`src/rtl/udp_pkg.sv`:
```
// Shared constants and types for the UDP receive parser.
//   UDP_HDR_LEN   : header size in bytes
//   OFF_*         : big-endian byte offsets of the header fields
//   err_code_e    : error classification reported with done
//   state_e       : parser FSM states
//   idx_w()       : width of a listen-table index (at least 1 bit)
package udp_pkg;

  localparam int unsigned UDP_HDR_LEN = 8;

  localparam logic [2:0] OFF_SRC_HI  = 3'd0;
  localparam logic [2:0] OFF_SRC_LO  = 3'd1;
  localparam logic [2:0] OFF_DST_HI  = 3'd2;
  localparam logic [2:0] OFF_DST_LO  = 3'd3;
  localparam logic [2:0] OFF_LEN_HI  = 3'd4;
  localparam logic [2:0] OFF_LEN_LO  = 3'd5;
  localparam logic [2:0] OFF_CSUM_HI = 3'd6;
  localparam logic [2:0] OFF_CSUM_LO = 3'd7;

  typedef enum logic [1:0] {
    ErrNone     = 2'd0,
    ErrLenBad   = 2'd1,
    ErrTrunc    = 2'd2,
    ErrHdrTrunc = 2'd3
  } err_code_e;

  typedef enum logic [2:0] {
    StIdle,
    StHdr,
    StPayload,
    StDrain,
    StDrop
  } state_e;

  function automatic int unsigned idx_w(int unsigned n);
    return (n > 1) ? $clog2(n) : 1;
  endfunction

endpackage

```
`src/rtl/udp_port_match.sv`:
```
// Combinational destination-port matcher against the listen table.
//   dest_i         : destination port to look up
//   promisc_i      : accept any port
//   listen_en_i    : per-entry enable
//   listen_ports_i : entry i at bits [16i+15:16i]
//   hit_o          : promisc or any enabled entry equals dest_i
//   idx_o          : lowest matching enabled entry, 0 when nothing matches
module udp_port_match
  import udp_pkg::*;
#(
  parameter int unsigned NUM_PORTS = 4
) (
  input  logic [15:0]                  dest_i,
  input  logic                         promisc_i,
  input  logic [NUM_PORTS-1:0]         listen_en_i,
  input  logic [16*NUM_PORTS-1:0]      listen_ports_i,
  output logic                         hit_o,
  output logic [idx_w(NUM_PORTS)-1:0]  idx_o
);

  localparam int unsigned IdxW = idx_w(NUM_PORTS);

  logic [NUM_PORTS-1:0] entry_hit;
  logic                 found;

  always_comb begin
    entry_hit = '0;
    for (int unsigned i = 0; i < NUM_PORTS; i++) begin
      entry_hit[i] = listen_en_i[i] && (listen_ports_i[16*i +: 16] == dest_i);
    end
  end

  // Ascending scan that latches the first hit gives lowest-index priority.
  always_comb begin
    found = 1'b0;
    idx_o = '0;
    for (int unsigned i = 0; i < NUM_PORTS; i++) begin
      if (entry_hit[i] && !found) begin
        found = 1'b1;
        idx_o = IdxW'(i);
      end
    end
    hit_o = promisc_i || found;
  end

endmodule

```
`src/rtl/udp_rx_parser.sv`:
```
// Byte-serial UDP header parser with listen-table port filter and payload forwarding.
//   clk_i, rst_ni           : clock, asynchronous active-low reset
//   valid_i, din_i          : input byte stream; a contiguous valid run is one frame
//   promisc_i               : accept every destination port
//   listen_en_i             : per-entry enable of the listen table
//   listen_ports_i          : listen table, entry i at bits [16i+15:16i]
//   source_o .. checksum_o  : latched header fields
//   hdr_done_o              : one-cycle pulse once the header is latched
//   port_hit_o, port_idx_o  : registered match result, valid from hdr_done until next frame
//   pl_valid_o, pl_data_o   : payload bytes, one cycle after acceptance
//   pl_first_o, pl_last_o   : first / last payload byte markers
//   done_o                  : one-cycle pulse when a frame finishes (good or error)
//   err_o, err_code_o       : sticky error flag and code, cleared on next frame start
module udp_rx_parser
  import udp_pkg::*;
#(
  parameter int unsigned NUM_PORTS = 4,
  parameter int unsigned MAX_LEN   = 1500
) (
  input  logic                         clk_i,
  input  logic                         rst_ni,
  input  logic                         valid_i,
  input  logic [7:0]                   din_i,
  input  logic                         promisc_i,
  input  logic [NUM_PORTS-1:0]         listen_en_i,
  input  logic [16*NUM_PORTS-1:0]      listen_ports_i,
  output logic [15:0]                  source_o,
  output logic [15:0]                  dest_o,
  output logic [15:0]                  length_o,
  output logic [15:0]                  checksum_o,
  output logic                         hdr_done_o,
  output logic                         port_hit_o,
  output logic [idx_w(NUM_PORTS)-1:0]  port_idx_o,
  output logic                         pl_valid_o,
  output logic [7:0]                   pl_data_o,
  output logic                         pl_first_o,
  output logic                         pl_last_o,
  output logic                         done_o,
  output logic                         err_o,
  output logic [1:0]                   err_code_o
);

  localparam int unsigned IdxW   = idx_w(NUM_PORTS);
  localparam logic [15:0] HdrLen = 16'(UDP_HDR_LEN);
  localparam logic [15:0] MaxLen = 16'(MAX_LEN);

  state_e          state_q;
  logic [15:0]     cnt_q;
  logic [7:0]      hi_q;
  logic [15:0]     source_q, dest_q, length_q, checksum_q;
  logic            hdr_done_q, port_hit_q;
  logic [IdxW-1:0] port_idx_q;
  logic            pl_valid_q, pl_first_q, pl_last_q;
  logic [7:0]      pl_data_q;
  logic            done_q, err_q;
  err_code_e       err_code_q;

  logic            match_hit;
  logic [IdxW-1:0] match_idx;
  logic [15:0]     cnt_inc;
  logic            bad_len;

  // dest_q is already loaded (byte 3) when the match is registered at byte 7.
  udp_port_match #(
    .NUM_PORTS (NUM_PORTS)
  ) u_port_match (
    .dest_i         (dest_q),
    .promisc_i      (promisc_i),
    .listen_en_i    (listen_en_i),
    .listen_ports_i (listen_ports_i),
    .hit_o          (match_hit),
    .idx_o          (match_idx)
  );

  assign cnt_inc = cnt_q + 16'd1;
  assign bad_len = (length_q < HdrLen) || (length_q > MaxLen);

  always_ff @(posedge clk_i or negedge rst_ni) begin
    if (!rst_ni) begin
      state_q    <= StIdle;
      cnt_q      <= '0;
      hi_q       <= '0;
      source_q   <= '0;
      dest_q     <= '0;
      length_q   <= '0;
      checksum_q <= '0;
      hdr_done_q <= 1'b0;
      port_hit_q <= 1'b0;
      port_idx_q <= '0;
      pl_valid_q <= 1'b0;
      pl_data_q  <= '0;
      pl_first_q <= 1'b0;
      pl_last_q  <= 1'b0;
      done_q     <= 1'b0;
      err_q      <= 1'b0;
      err_code_q <= ErrNone;
    end else begin
      // Pulse outputs default low every cycle.
      hdr_done_q <= 1'b0;
      done_q     <= 1'b0;
      pl_valid_q <= 1'b0;
      pl_first_q <= 1'b0;
      pl_last_q  <= 1'b0;

      unique case (state_q)
        StIdle: begin
          if (valid_i) begin
            hi_q       <= din_i;
            cnt_q      <= 16'd1;
            err_q      <= 1'b0;
            err_code_q <= ErrNone;
            port_hit_q <= 1'b0;
            port_idx_q <= '0;
            state_q    <= StHdr;
          end
        end

        StHdr: begin
          if (!valid_i) begin
            err_q      <= 1'b1;
            err_code_q <= ErrHdrTrunc;
            done_q     <= 1'b1;
            state_q    <= StIdle;
          end else begin
            cnt_q <= cnt_inc;
            unique case (cnt_q[2:0])
              OFF_SRC_HI, OFF_DST_HI, OFF_LEN_HI, OFF_CSUM_HI: hi_q <= din_i;
              OFF_SRC_LO: source_q <= {hi_q, din_i};
              OFF_DST_LO: dest_q   <= {hi_q, din_i};
              OFF_LEN_LO: length_q <= {hi_q, din_i};
              OFF_CSUM_LO: begin
                checksum_q <= {hi_q, din_i};
                hdr_done_q <= 1'b1;
                port_hit_q <= match_hit;
                port_idx_q <= match_idx;
                if (bad_len) begin
                  err_q      <= 1'b1;
                  err_code_q <= ErrLenBad;
                  done_q     <= 1'b1;
                  state_q    <= StDrop;
                end else if (length_q == HdrLen) begin
                  done_q  <= 1'b1;
                  state_q <= StDrain;
                end else if (!match_hit) begin
                  state_q <= StDrop;
                end else begin
                  state_q <= StPayload;
                end
              end
            endcase
          end
        end

        StPayload: begin
          if (!valid_i) begin
            err_q      <= 1'b1;
            err_code_q <= ErrTrunc;
            done_q     <= 1'b1;
            state_q    <= StIdle;
          end else begin
            pl_valid_q <= 1'b1;
            pl_data_q  <= din_i;
            pl_first_q <= (cnt_q == HdrLen);
            cnt_q      <= cnt_inc;
            // Counter stops here; anything after is padding handled by StDrain.
            if (cnt_inc == length_q) begin
              pl_last_q <= 1'b1;
              done_q    <= 1'b1;
              state_q   <= StDrain;
            end
          end
        end

        StDrain, StDrop: begin
          if (!valid_i) begin
            state_q <= StIdle;
          end
        end

        default: state_q <= StIdle;
      endcase
    end
  end

  assign source_o   = source_q;
  assign dest_o     = dest_q;
  assign length_o   = length_q;
  assign checksum_o = checksum_q;
  assign hdr_done_o = hdr_done_q;
  assign port_hit_o = port_hit_q;
  assign port_idx_o = port_idx_q;
  assign pl_valid_o = pl_valid_q;
  assign pl_data_o  = pl_data_q;
  assign pl_first_o = pl_first_q;
  assign pl_last_o  = pl_last_q;
  assign done_o     = done_q;
  assign err_o      = err_q;
  assign err_code_o = err_code_q;

endmodule

```
`config.mk`:
```
export PLATFORM = sky130hd
export DESIGN_NAME = udp_rx_parser
export DESIGN_NICKNAME = d
export VERILOG_FILES = /design/src/rtl/udp_pkg.sv /design/src/rtl/udp_port_match.sv /design/src/rtl/udp_rx_parser.sv
export SDC_FILE = /design/constraint.sdc
export NUM_CORES = 1
export LEC_CHECK = 0
export BUFFER_PORTS_ARGS = -buffer_cell sky130_fd_sc_hd__buf_2
export CAP_MARGIN = 10
export CORE_MARGIN = 2
export CORE_UTILIZATION = 40
export CTS_CLUSTER_SIZE = 14
export DETAILED_ROUTE_END_ITERATION = 6
export SYNTH_ARGS = -nofsm -noshare
export SYNTH_HDL_FRONTEND = slang
export SYNTH_SLANG_ARGS = --single-unit
```
`constraint.sdc`:
```
create_clock -name clk_i -period 7.49 [get_ports clk_i]
set_input_delay 0.749 -clock clk_i [delete_from_list [all_inputs] [get_ports clk_i]]
set_output_delay 0.749 -clock clk_i [all_outputs]
set_load 0.03 [all_outputs]
```
* Word-level counts from Yosys, hierarchy flattened
Cells that the tools add are included.
** Storage, ports and cells
- Flip-flop bits (word level) :: 110
- Input port bits :: 80
- Output and inout bits :: 83
- Word-level logic and storage cells :: 136
** Operators by class
- $add $sub $neg :: 1
- Magnitude comparators :: 2
- Eq/ne operators :: 28
- Multiplexer cells :: 58
- Reduce and logical (&&, ||, !) cells :: 30
** Operators by type and width (count)
- $eq 16x16->1 :: 5
- $eq 16x4->1 const B :: 2
- $mux 16 :: 2
- $pmux 16 s2 :: 1
- $mux 1 :: 27
- $mux 3 :: 9
- $mux 8 :: 3
- $mux 2 :: 9
- $add 16x1->16 const B :: 1
- $gt 16x11->1 const B :: 1
- $lt 16x4->1 const B :: 1
- $pmux 8 s2 :: 1
- $eq 3x3->1 const B :: 5
- $reduce_and 3->1 :: 5
- $eq 3x2->1 const B :: 4
- $pmux 3 s4 :: 1
- $reduce_and 4->1 :: 3
- $ne 2x2->1 const B :: 5
- $ne 3x3->1 const B :: 3
- $logic_and 1x1->1 :: 7
- $eq 3x1->1 const B :: 2
- $logic_not 3->1 :: 2
- $pmux 2 s3 :: 1
- $reduce_and 5->1 :: 1
- 11 further kinds :: 18

* Depth between registers and ports, before layout
Gate-level depths: netlist (run 1).
- Depth in word-level cells :: 19
- Depth in mapped cells :: 10
- Mapped depth without buffers :: 9

* By module
A second synthesis (run 1) with hierarchy kept.
** Second synthesis, totals
- Cell total of the unflattened synthesis :: 524
- Area, all modules :: 5866.9 sq um
** Modules (own cells, without submodules)
- udp_rx_parser :: instances 1, cells an instance 428, area each 5118.7 sq um, sequential area each 2752.6 sq um
- udp_port_match :: instances 1, cells an instance 96, area each 748.2 sq um, sequential area each 0.0 sq um

* Worst setup path after synthesis (run 1)
OpenSTA, ideal clock, no wires.
- Path kind :: input port to flip-flop
- Start point :: in listen_ports_i[3]
- End point :: reg state_q[1]
- Setup time :: 0.125 ns
- Arrival :: 2.343 ns
- Required time :: 7.365 ns
- Setup slack :: 5.021 ns
- Stages :: 8
- Buffers on the path :: 0
- Cells stage by stage :: xnor2_1 nand4_1 nor3_1 and4_1 or3_1 or3_1 a41o_1 mux2_4
** Between the ends
- Longest elaborated chain between the ends :: 19
** Ends and longest elaborated chain
- start: declaration :: RTL line udp_rx_parser.sv:26 : input logic [16*NUM_PORTS-1:0] listen_ports_i,
- $eq 16x16->1 (*) :: RTL line udp_port_match.sv:29 : entry_hit[i] = listen_en_i[i] && (listen_ports_i[16*i +: 16] == dest_i);
- $logic_and 1x1->1 (*) :: RTL line udp_port_match.sv:29
- $mux 1 (*) :: RTL line udp_port_match.sv:38 : if (entry_hit[i] && !found) begin
- $logic_not 1->1 :: RTL line udp_port_match.sv:38
- $logic_and 1x1->1 :: RTL line udp_port_match.sv:38
- $mux 1 (*) :: RTL line udp_port_match.sv:38
- $logic_not 1->1 :: RTL line udp_port_match.sv:38
- $logic_and 1x1->1 :: RTL line udp_port_match.sv:38
- [3 not listed]
- $mux 1 (*) :: RTL line udp_port_match.sv:38
- $logic_or 1x1->1 (*) :: RTL line udp_port_match.sv:43 : hit_o = promisc_i || found;
- $mux 3 (*) :: RTL line udp_rx_parser.sv:144 : end else if (!match_hit) begin
- $mux 3 (*) :: RTL line udp_rx_parser.sv:141 : end else if (length_q == HdrLen) begin
- $mux 3 (*) :: RTL line udp_rx_parser.sv:136 : if (bad_len) begin
- $mux 3 (*) :: RTL line udp_rx_parser.sv:126 : unique case (cnt_q[2:0])
- $mux 3 (*) :: RTL line udp_rx_parser.sv:119 : if (!valid_i) begin
- $pmux 3 s4 (*) :: RTL line udp_rx_parser.sv:105 : unique case (state_q)
- end signal: assignment :: RTL line udp_rx_parser.sv:123 : state_q <= StIdle;
- end signal: assignment :: RTL line udp_rx_parser.sv:140 : state_q <= StDrop;
- end signal: assignment :: RTL line udp_rx_parser.sv:143 : state_q <= StDrain;
- end: declaration :: RTL line udp_rx_parser.sv:47 : state_e state_q;
Every way passes the cells marked *; elsewhere a longest branch is shown, timed or not. The select of a mux whose other input is x is not followed.
A chain may end at the register's enable or synchronous reset.

* Worst setup path in the final report (run 1)
- Start point :: reg cnt_q[0]
- End point :: reg state_q[1]
** Between the ends
- Longest elaborated chain between the ends :: 4
- Elaborated cells between the ends (all ways) :: 6
- Classes of those cells :: 1 x add/sub; 4 x eq/ne; 1 x reduce/logical
** Ends and longest elaborated chain
- start: declaration :: RTL line udp_rx_parser.sv:48 : logic [15:0] cnt_q;
- start signal: assignment :: RTL line udp_rx_parser.sv:125 : cnt_q <= cnt_inc;
- start signal: assignment :: RTL line udp_rx_parser.sv:164 : cnt_q <= cnt_inc;
- $add 16x1->16 :: RTL line udp_rx_parser.sv:75 : assign cnt_inc = cnt_q + 16'd1;
- $eq 16x16->1 :: RTL line udp_rx_parser.sv:166 : if (cnt_inc == length_q) begin
- $ne 3x3->1 (no line)
- $reduce_and 4->1 (no line) (*)
- end signal: assignment :: RTL line udp_rx_parser.sv:80 : state_q <= StIdle;
- end signal: assignment :: RTL line udp_rx_parser.sv:169 : state_q <= StDrain;
- end signal: assignment :: RTL line udp_rx_parser.sv:176 : state_q <= StIdle;
Every way passes the cells marked *; elsewhere a longest branch is shown, timed or not.

==> flow_metrics.py, run 1 <==
metrics = {
    "critical_path": {
        "r2r-start": "cnt_q[0]",
        "reg2reg_setup_slack_ps": 4690,
        "reg2reg_to": "state_q[1]",
        "ff2ff_path_depth": 9,
        "crit_required_ps": 7730,
        "max_stage_delay_ps": 490,
        "worst-path-max-fanout": 8,
        "cp_slowest_cell": "dfrtp_1",
        "critPathLaunchType": "flop",
        "path_cells": "ha_1 -> nand2_1 -> nor4_4 -> xnor2_1 -> nor4_2 -> nand3_1 -> nor4b_4 -> o21ai_2 -> mux2_4",
        "worstSetupPathType": "flop to flop",
        "worstPathArrival_ps": 3040,
        "cp-startpoint": "cnt_q[0]",
        "cp-end-kind": "flop",
    },
    "cts": {
        "root_buffer": "clkbuf_16",
        "numCtsBuffers": 9,
        "cts.path.max_buffers": 2,
        "ctsResizeCount": 0,
        "clock-sinks": 110,
        "htreeDepth": 3,
        "tritoncts": "yes",
        "post-cts-setup-buffers": 0,
        "clkTransAtPathRegs_ps": 80,
        "clkLatencyLatePin_ps": 350,
        "cts.hold.buffers_added": 0,
    },
    "grt": {
        "grt_first_pass_wirelength_mm": 27.2,
        "antenna_found_initial": 0,
        "gr-total-overflow": 0,
        "grt_pass1_vias": 4742,
        "grt_max_degree": 59,
        "grt_use_total": 0.218,
    },
    "timing": {
        "relSlewSlack": 0.348,
        "hold_ws_ps": 433,
        "tns_ps": 0,
        "setup_violations": 0,
        "finalCritPeriodShare": 0.374,
        "min_period_ps": 2800,
        "slew_viol_final": 0,
        "hold_viol": 0,
        "fmax_mhz": 357,
        "max_slew.worst_pin.slew_ps": 975,
        "fin_ws_ps": 4690,
        "rsz0062_at_grt": "false",
        "skew_ps": 10.6,
    },
    "synthesis": {
        "ys_seq_area_frac": 0.457,
        "synth_area_leaders": "dfrtp_1 (46%), mux2_2 (15%), xnor2_1 (6.8%)",
        "synth_top_area_frac": 0.457,
        "netlist_area_um2": 6020,
        "yosysMostFrequentCell": "dfrtp_1",
        "synth_largest_area_cell": "dfrtp_1",
        "synth_warnings": 0,
        "synth_edf_count": 0,
        "synth.distinct_cells": 61,
        "postSynthAreaPerCell_um2": 10.9,
        "async_flop_share": 1.00,
        "synth_commonest_cells": "dfrtp_1 (110), mux2_2 (80), xnor2_1 (47)",
        "syn_nets": 636,
        "synth_ff_type": "dfrtp_1",
        "syn_inst": 551,
        "ys_seq_elements": 110,
    },
    "cells_and_area": {
        "syn_to_final_growth_pct": 19.3,
        "num-nets-final": 770,
        "fin_area_um2": 7180,
        "drive_above_1_share": 0.394,
        "diodes": 0,
    },
    "drt": {
        "drtIter0Drc": 314,
        "dr.pass1.iters": 4,
        "ant_nets": 0,
        "finalWirelength_mm": 17.3,
        "drc": 0,
        "num_vias": 4788,
        "viasPerCell": 5.48,
        "post_drt_wl_per_cell_um": 19.8,
    },
    "die": {
        "die_h_um": 127,
        "die_x_um": 127,
        "initial_core_util": 0.411,
        "io-pin-count": 163,
        "die-area_um2": 16000,
        "core-area_um2": 14600,
        "rows": 44,
    },
    "run_status": {
        "status": "completed",
    },
    "flow_run": {
        "drv_cap": 0,
    },
    "placed_design": {
        "hpwl_mm": 12.9,
        "routabilityCongestion": 0.979,
        "dpl_cell_area_um2": 6890,
        "portBuffers": 162,
        "place_ws_ps": 4590,
    },
    "pwr": {
        "finalPower_mw": 2.99,
        "vdd_drop_max_v": 0.000295,
        "p_per_area_nw_per_um2": 417,
        "cellLeakagePower_nw": 3.40,
    },
    "worst_hold_path": {
        "hp-class": "primary input to async pin",
    },
}
## metrics by stage
step / std cells / utilization
6_report: 874 / 0.490
5_1_grt: 874 / 0.490
4_1_cts: 874 / 0.490
3_5_place_dp: 858 / 0.470
3_3_place_gp: 858 / 0.470
2_1_floorplan: 551 / -
## cells by family after synthesis
| kind of cell | count (synthesis) | synth area share |
|---|---|---|
| and+or+nand+nor | 137 | 0.128 |
| DFF | 110 | 0.457 |
| AOI/OAI and AO/OA | 75 | 0.0806 |
| xor gates and xnor gates | 86 | 0.125 |
| muxes | 86 | 0.160 |
| buffers and inverters | 52 | 0.0382 |
| adders and majority gates | 5 | 0.0104 |
## worst max-delay path: cells and delay by family (launching register included)
family | cells | cell delay, ps
xor+xnor | 1 | 130
fa+ha+maj | 1 | 340
flops | 1 | 490
simple gates | 5 | 1310
compound gates | 1 | 120
mux | 1 | 300
## routing by layer
layer | share of wire | track usage
met5 | 0 | 0
met4 | 0.0099 | 0.0427
met3 | 0.056 | 0.0481
met2 | 0.48 | 0.351
met1 | 0.45 | 0.307
## cell type report
type | instances | area (um2)
Timing Repair Buffer | 163 | 821
Sequential cell | 110 | 2750
Clock inverter | 7 | 68.8
Clock buffer | 9 | 225
Multi-Input combinational cell | 389 | 3040
Tap cell | 184 | 230
Fill cell | 1365 | 7460
Inverter | 12 | 45.0
## registers in the layout, indices dropped and copies added, names as in the netlist, 2 cells and up
name / cells
checksum_o: 16
cnt_q: 16
dest_o: 16
length_o: 16
source_o: 16
hi_q: 8
pl_data_o: 8
state_q: 3
err_code_o: 2
port_idx_o: 2
## worst max-delay path by stage
stage	end	slack (ps)
6_report	state_q[1]	4690
5_1_grt	done_o	4380
4_1_cts	state_q[1]	4640
3_5_place_dp	checksum_o[13]	4590
3_3_place_gp	state_q[1]	4660
2_1_floorplan	state_q[1]	5020
## where the power goes
part / switching, mW / total [mW] / internal [mW]
Clock: 0.235 / 0.469 / 0.234
Sequential: 0.337 / 1.16 / 0.819
Combinational: 0.815 / 1.37 / 0.551
## cells in the final DEF (no fill, tap or decap), drive strengths merged, types with 3 or more instances in the layout
cell    Yosys  layout
ha          5       5
nor2       20      20
mux2i       5       5
clkinv      1       5
xor2       39      39
nor4       17      17
o21ai      30      30
and3        6       6
mux2       81      81
a31oi       4       4
nand4      11      11
a21oi      14      14
o31ai       6       6
nand2b      6       6
inv        11      13
nand2      31      31
or3         3       3
dfrtp     110     110
nor3       10      10
xnor2      47      47
nand3      20      20
clkbuf     19       9
buf        21     163
Note: power is estimated with default switching activity, not from simulation.
==> run 2, diff against run 1 <==
PLACE_DENSITY = 0.66   (was not set)
clock period = 2.3 ns   (was 7.49 ns; I/O delays follow)
==> flow_metrics.py, run 2 (synthesized netlist as in run 1, its figures left out) <==
metrics = {
    "run_status": {
        "status": "complete, but fails checks",
        "violations": "setup timing",
    },
    "drt": {
        "ant_nets": 0,
        "viasPerCell": 5.38,
        "num_vias": 5157,
        "finalWirelength_mm": 18.6,
        "post_drt_wl_per_cell_um": 19.4,
        "drtIter0Drc": 335,
        "dr.pass1.iters": 5,
        "drc": 0,
    },
    "pwr": {
        "vdd_drop_max_v": 0.000971,
        "cellLeakagePower_nw": 3.87,
        "p_per_area_nw_per_um2": 1330,
    },
    "die": {
        "rows": 44,
        "die-area_um2": 16000,
        "die_x_um": 127,
        "core-area_um2": 14600,
        "initial_core_util": 0.411,
        "die_h_um": 127,
        "io-pin-count": 163,
    },
    "timing": {
        "max_slew.worst_pin.slew_ps": 706,
        "hold_viol": 0,
        "rsz0062_at_grt": "true",
        "finalCritPeriodShare": 1.02,
        "setup_violations": 3,
        "fmax_mhz": 428,
        "slew_viol_final": 0,
        "relSlewSlack": 0.529,
        "min_period_ps": 2340,
        "fin_ws_ps": -35.9,
        "skew_ps": 10.9,
        "hold_ws_ps": 214,
    },
    "cts": {
        "root_buffer": "clkbuf_16",
        "numCtsBuffers": 9,
        "cts.path.max_buffers": 2,
        "tritoncts": "yes",
        "clkLatencyLatePin_ps": 370,
        "clock-sinks": 110,
        "htreeDepth": 3,
        "clkTransAtPathRegs_ps": 90,
    },
    "placed_design": {
        "hpwl_mm": 14.4,
        "place_ws_ps": -72.0,
        "routabilityCongestion": 0.920,
        "portBuffers": 162,
    },
    "critical_path": {
        "reg2reg_setup_slack_ps": -40,
        "max_stage_delay_ps": 450,
        "path_cells": "buf_4 -> nand3_1 -> buf_4 -> xnor2_1 -> mux2i_1 -> a21oi_1 -> nor2_1 -> nor4b_4 -> buf_4 -> o21ai_2 -> a211oi_2",
        "worstPathArrival_ps": 2610,
        "cp_num_buf_inv": 3,
        "worstSetupPathType": "flop to flop",
        "path_delay_family": "simple AND/OR/NAND/NOR gates",
        "crit_required_ps": 2570,
        "cp-startpoint": "cnt_q[2]",
        "cp_slowest_cell": "dfrtp_2",
        "critPathLaunchType": "flop",
        "cp-end-kind": "flop",
        "worst-path-max-fanout": 7,
        "crit_top_cell": "buf_4",
        "r2r-start": "cnt_q[2]",
    },
    "cells_and_area": {
        "nFillCells": 1283,
        "syn_to_final_growth_pct": 33.2,
        "diodes": 0,
        "final_cell_mix": "buf_2 (161), dfrtp_1 (93), buf_4 (83)",
        "multi_input_area_um2": 3160,
        "utilization": 0.548,
        "regArea_um2": 2770,
        "final_common_cell": "buf_2",
        "num-nets-final": 855,
        "drive_above_1_share": 0.503,
    },
    "grt": {
        "antenna_found_initial": 0,
        "grt_max_degree": 41,
        "gr-total-overflow": 0,
        "grt_pass1_vias": 5173,
        "grt_first_pass_wirelength_mm": 28.8,
        "grt_use_total": 0.232,
    },
    "worst_hold_path": {
        "hold_start": "din_i[0]",
        "hp-class": "primary input to flop",
    },
    "flow_run": {
        "drv_cap": 0,
    },
}
-- run 2: cell types whose count changed in the layout (fill, tap and decap cells not counted), sizes merged --
cell         delta
clkinvlp        -1
inv             +3
buf            +84
dlygate4sd3     +1
clkinv          -2
-- run 2: worst paths after layout --
path / end / cells past startpoint
hold reg to reg: pl_data_o[2] / 1
hold / removal: checksum_o[0] / 2
setup reg to reg: done_o / 11
min in group asynchronous: hdr_done_o / 2
setup / recovery: done_o / 11
max in group asynchronous: cnt_q[2] / 3
-- run 2: cell type report --
class	instances	share of cell area
clock inverters	7	0.0123
inverters	12	0.00562
multi-input cells	389	0.395
clock buffers	9	0.0281
flip-flops and latches	110	0.346
well taps	184	0.0287
repair buffers	248	0.185
-- run 2: per-layer routing --
metal  global-route usage  vias up  share of wire
li1                     -     2398              -
met1                0.307     2572           0.43
met2                0.396      166           0.50
met3               0.0477       21          0.054
met4               0.0530        0          0.012
met5                    0        -              0
-- run 2: stage by stage --
step           total power, mW  cells  TNS (ps)  cell area (um2)
2_1_floorplan             6.91    551     -56.0             6090
5_1_grt                   11.2    959      -400             8020
4_1_cts                   10.5    952     -29.4             7870
3_5_place_dp              8.71    930     -72.0             7460
3_3_place_gp              8.60    930     -55.7             7460
6_report                  10.6    959     -55.0             8020
-- run 2: repair_timing --
action	4_1_cts	5_1_grt
pin swaps	9	12
hold buffers	1	0
hold endpoints to repair	30	0
gates resized for setup	10	15
endpoints found under the setup margin	3	7
setup buffers	5	7
-- run 2: report_power, final --
part	switching, mW	leakage (nW)	total [mW]	internal (mW)
registers	0.835	1.40	3.54	2.70
logic	3.11	2.31	5.43	2.32
clock network	0.848	0.157	1.65	0.807
total	4.79	3.87	10.6	5.83
==> run 3, diff against run 2 <==
--- a/config.mk
+++ b/config.mk
@@ -9,3 +9,4 @@
 export CAP_MARGIN = 10
-export CORE_MARGIN = 2
+export CORE_ASPECT_RATIO = 1.5
+export CORE_MARGIN = 4
 export CORE_UTILIZATION = 40
--- a/constraint.sdc
+++ b/constraint.sdc
@@ -3,2 +3,2 @@
 set_output_delay 0.23 -clock clk_i [all_outputs]
-set_load 0.03 [all_outputs]
+set_load 0.02 [all_outputs]
==> flow_metrics.py, run 3 (synthesized netlist as in run 1, its figures left out) <==
metrics = {
    "run_status": {
        "violations": "setup timing",
        "status": "complete, but fails checks",
    },
    "cells_and_area": {
        "final_common_cell": "buf_2",
        "diodes": 0,
        "nFillCells": 1267,
        "final_cell_mix": "buf_2 (161), dfrtp_1 (96), buf_4 (90)",
        "syn_to_final_growth_pct": 35.5,
        "drive_above_1_share": 0.504,
        "utilization": 0.556,
        "num-nets-final": 863,
    },
    "critical_path": {
        "ff2ff_path_depth": 9,
        "crit_required_ps": 2530,
        "cp-end-kind": "flop",
        "worstSetupPathType": "flop to flop",
        "cp-startpoint": "dest_o[6]",
        "worstPathArrival_ps": 2540,
        "worst-path-max-fanout": 4,
        "critPathLaunchType": "flop",
        "crit_end": "state_q[1]",
        "reg2reg_setup_slack_ps": -9,
        "r2r-start": "dest_o[6]",
        "reg2reg_to": "state_q[1]",
    },
    "flow_run": {
        "drv_cap": 0,
    },
    "drt": {
        "viasPerCell": 5.31,
        "num_vias": 5202,
        "drc": 0,
        "dr.pass1.iters": 4,
        "finalWirelength_mm": 18.7,
        "post_drt_wl_per_cell_um": 19.1,
        "drtIter0Drc": 195,
        "ant_nets": 0,
    },
    "timing": {
        "hold_viol": 0,
        "finalCritPeriodShare": 1.00,
        "skew_ps": 10.4,
        "fmax_mhz": 433,
        "slew_viol_final": 0,
        "fin_ws_ps": -8.67,
        "tns_ps": -8.67,
        "relSlewSlack": 0.542,
        "rsz0062_at_grt": "true",
        "setup_violations": 1,
        "min_period_ps": 2310,
        "max_slew.worst_pin.slew_ps": 682,
    },
    "pwr": {
        "p_per_area_nw_per_um2": 1270,
        "cellLeakagePower_nw": 3.95,
        "vdd_drop_max_v": 0.000718,
    },
    "placed_design": {
        "routabilityCongestion": 0.915,
        "hpwl_mm": 14.5,
        "portBuffers": 162,
    },
    "grt": {
        "grt_first_pass_wirelength_mm": 28.9,
        "grt_use_total": 0.218,
        "grt_pass1_vias": 5508,
        "grt_max_degree": 48,
        "gr-total-overflow": 0,
        "antenna_found_initial": 0,
    },
    "cts": {
        "tritoncts": "yes",
        "clock-sinks": 110,
        "clkTransAtPathRegs_ps": 80,
        "numCtsBuffers": 9,
        "clkLatencyLatePin_ps": 350,
        "cts.path.max_buffers": 2,
        "htreeDepth": 3,
        "root_buffer": "clkbuf_16",
    },
    "die": {
        "die-area_um2": 17100,
        "die_h_um": 158,
        "rows": 54,
        "core-area_um2": 14700,
        "die_x_um": 108,
        "io-pin-count": 163,
        "initial_core_util": 0.411,
    },
    "worst_hold_path": {
        "hp-class": "primary input to flop",
        "hold_start": "valid_i",
    },
}
run 3: cell types whose count changed in the layout (fill, tap and decap cells not counted), moves of 3 or more:
cell,before,now
buf_4,83,90
xor2_2,1,5
dfrtp_1,93,96
xor2_1,38,34
dfrtp_2,17,14
run 3: area by class of cell:
type,count,area (um2),area share
timing repair buffer,256,1560,0.192
sequential,110,2770,0.340
clock inverter,6,113,0.0138
inverter,12,45.0,0.00552
multi-input combinational,389,3180,0.390
tap,196,245,0.0301
clock buffer,10,239,0.0293
run 3: where the power goes:
group	switching (mW)	internal [mW]	leakage (nW)
Sequential	0.775	2.70	1.41
Clock	0.767	1.02	0.171
Combinational	2.70	2.37	2.38
Total	4.24	6.08	3.95
run 3: worst min-delay path by stage:
stage | end | slack (ps) | cells after the start
after floorplan | checksum_o[0] | -70 | 0
after global placement | source_o[13] | 240 | 1
after detailed placement | source_o[13] | 250 | 1
after CTS | done_o | 200 | 2
after global routing | done_o | 220 | 2
final | done_o | 210 | 2
run 3: repair_timing:
action	CTS	global route
hold endpoints to repair	39	0
gates resized for setup	13	13
pin swaps	13	9
hold buffers	1	0
buffers inserted	11	2
endpoints found under the setup margin	6	8
run 3: critical path, stage by stage, from the launching register on:
cell     delay (ps)
dfrtp_2         450
buf_4           160
xor2_1          150
nor4_1           70
nand2_1         110
nor4_4           70
or3_1           330
or3_4           380
a41o_1          220
mux2_4          270
run 3: per-layer routing:
metal | track usage | vias up | part of all wire
met3 | 0.0300 | 49 | 0.048
met2 | 0.403 | 186 | 0.54
met4 | 0.107 | 0 | 0.040
met5 | 0 | - | 0
met1 | 0.243 | 2565 | 0.37
li1 | - | 2402 | -
run 3: per-stage QoR:
step                hold WS [ps]  cell area (um2)  cells  setup slack [ps]  total power, mW
finish                       213             8160    979             -8.67             10.3
global route                 223             8160    979              -146             10.9
global placement             238             7540    949              -112             8.16
detailed placement           245             7540    949              -144             8.29
CTS                          200             8070    977              4.33             10.3
floorplan                  -65.6             6110    551             -22.1             6.47
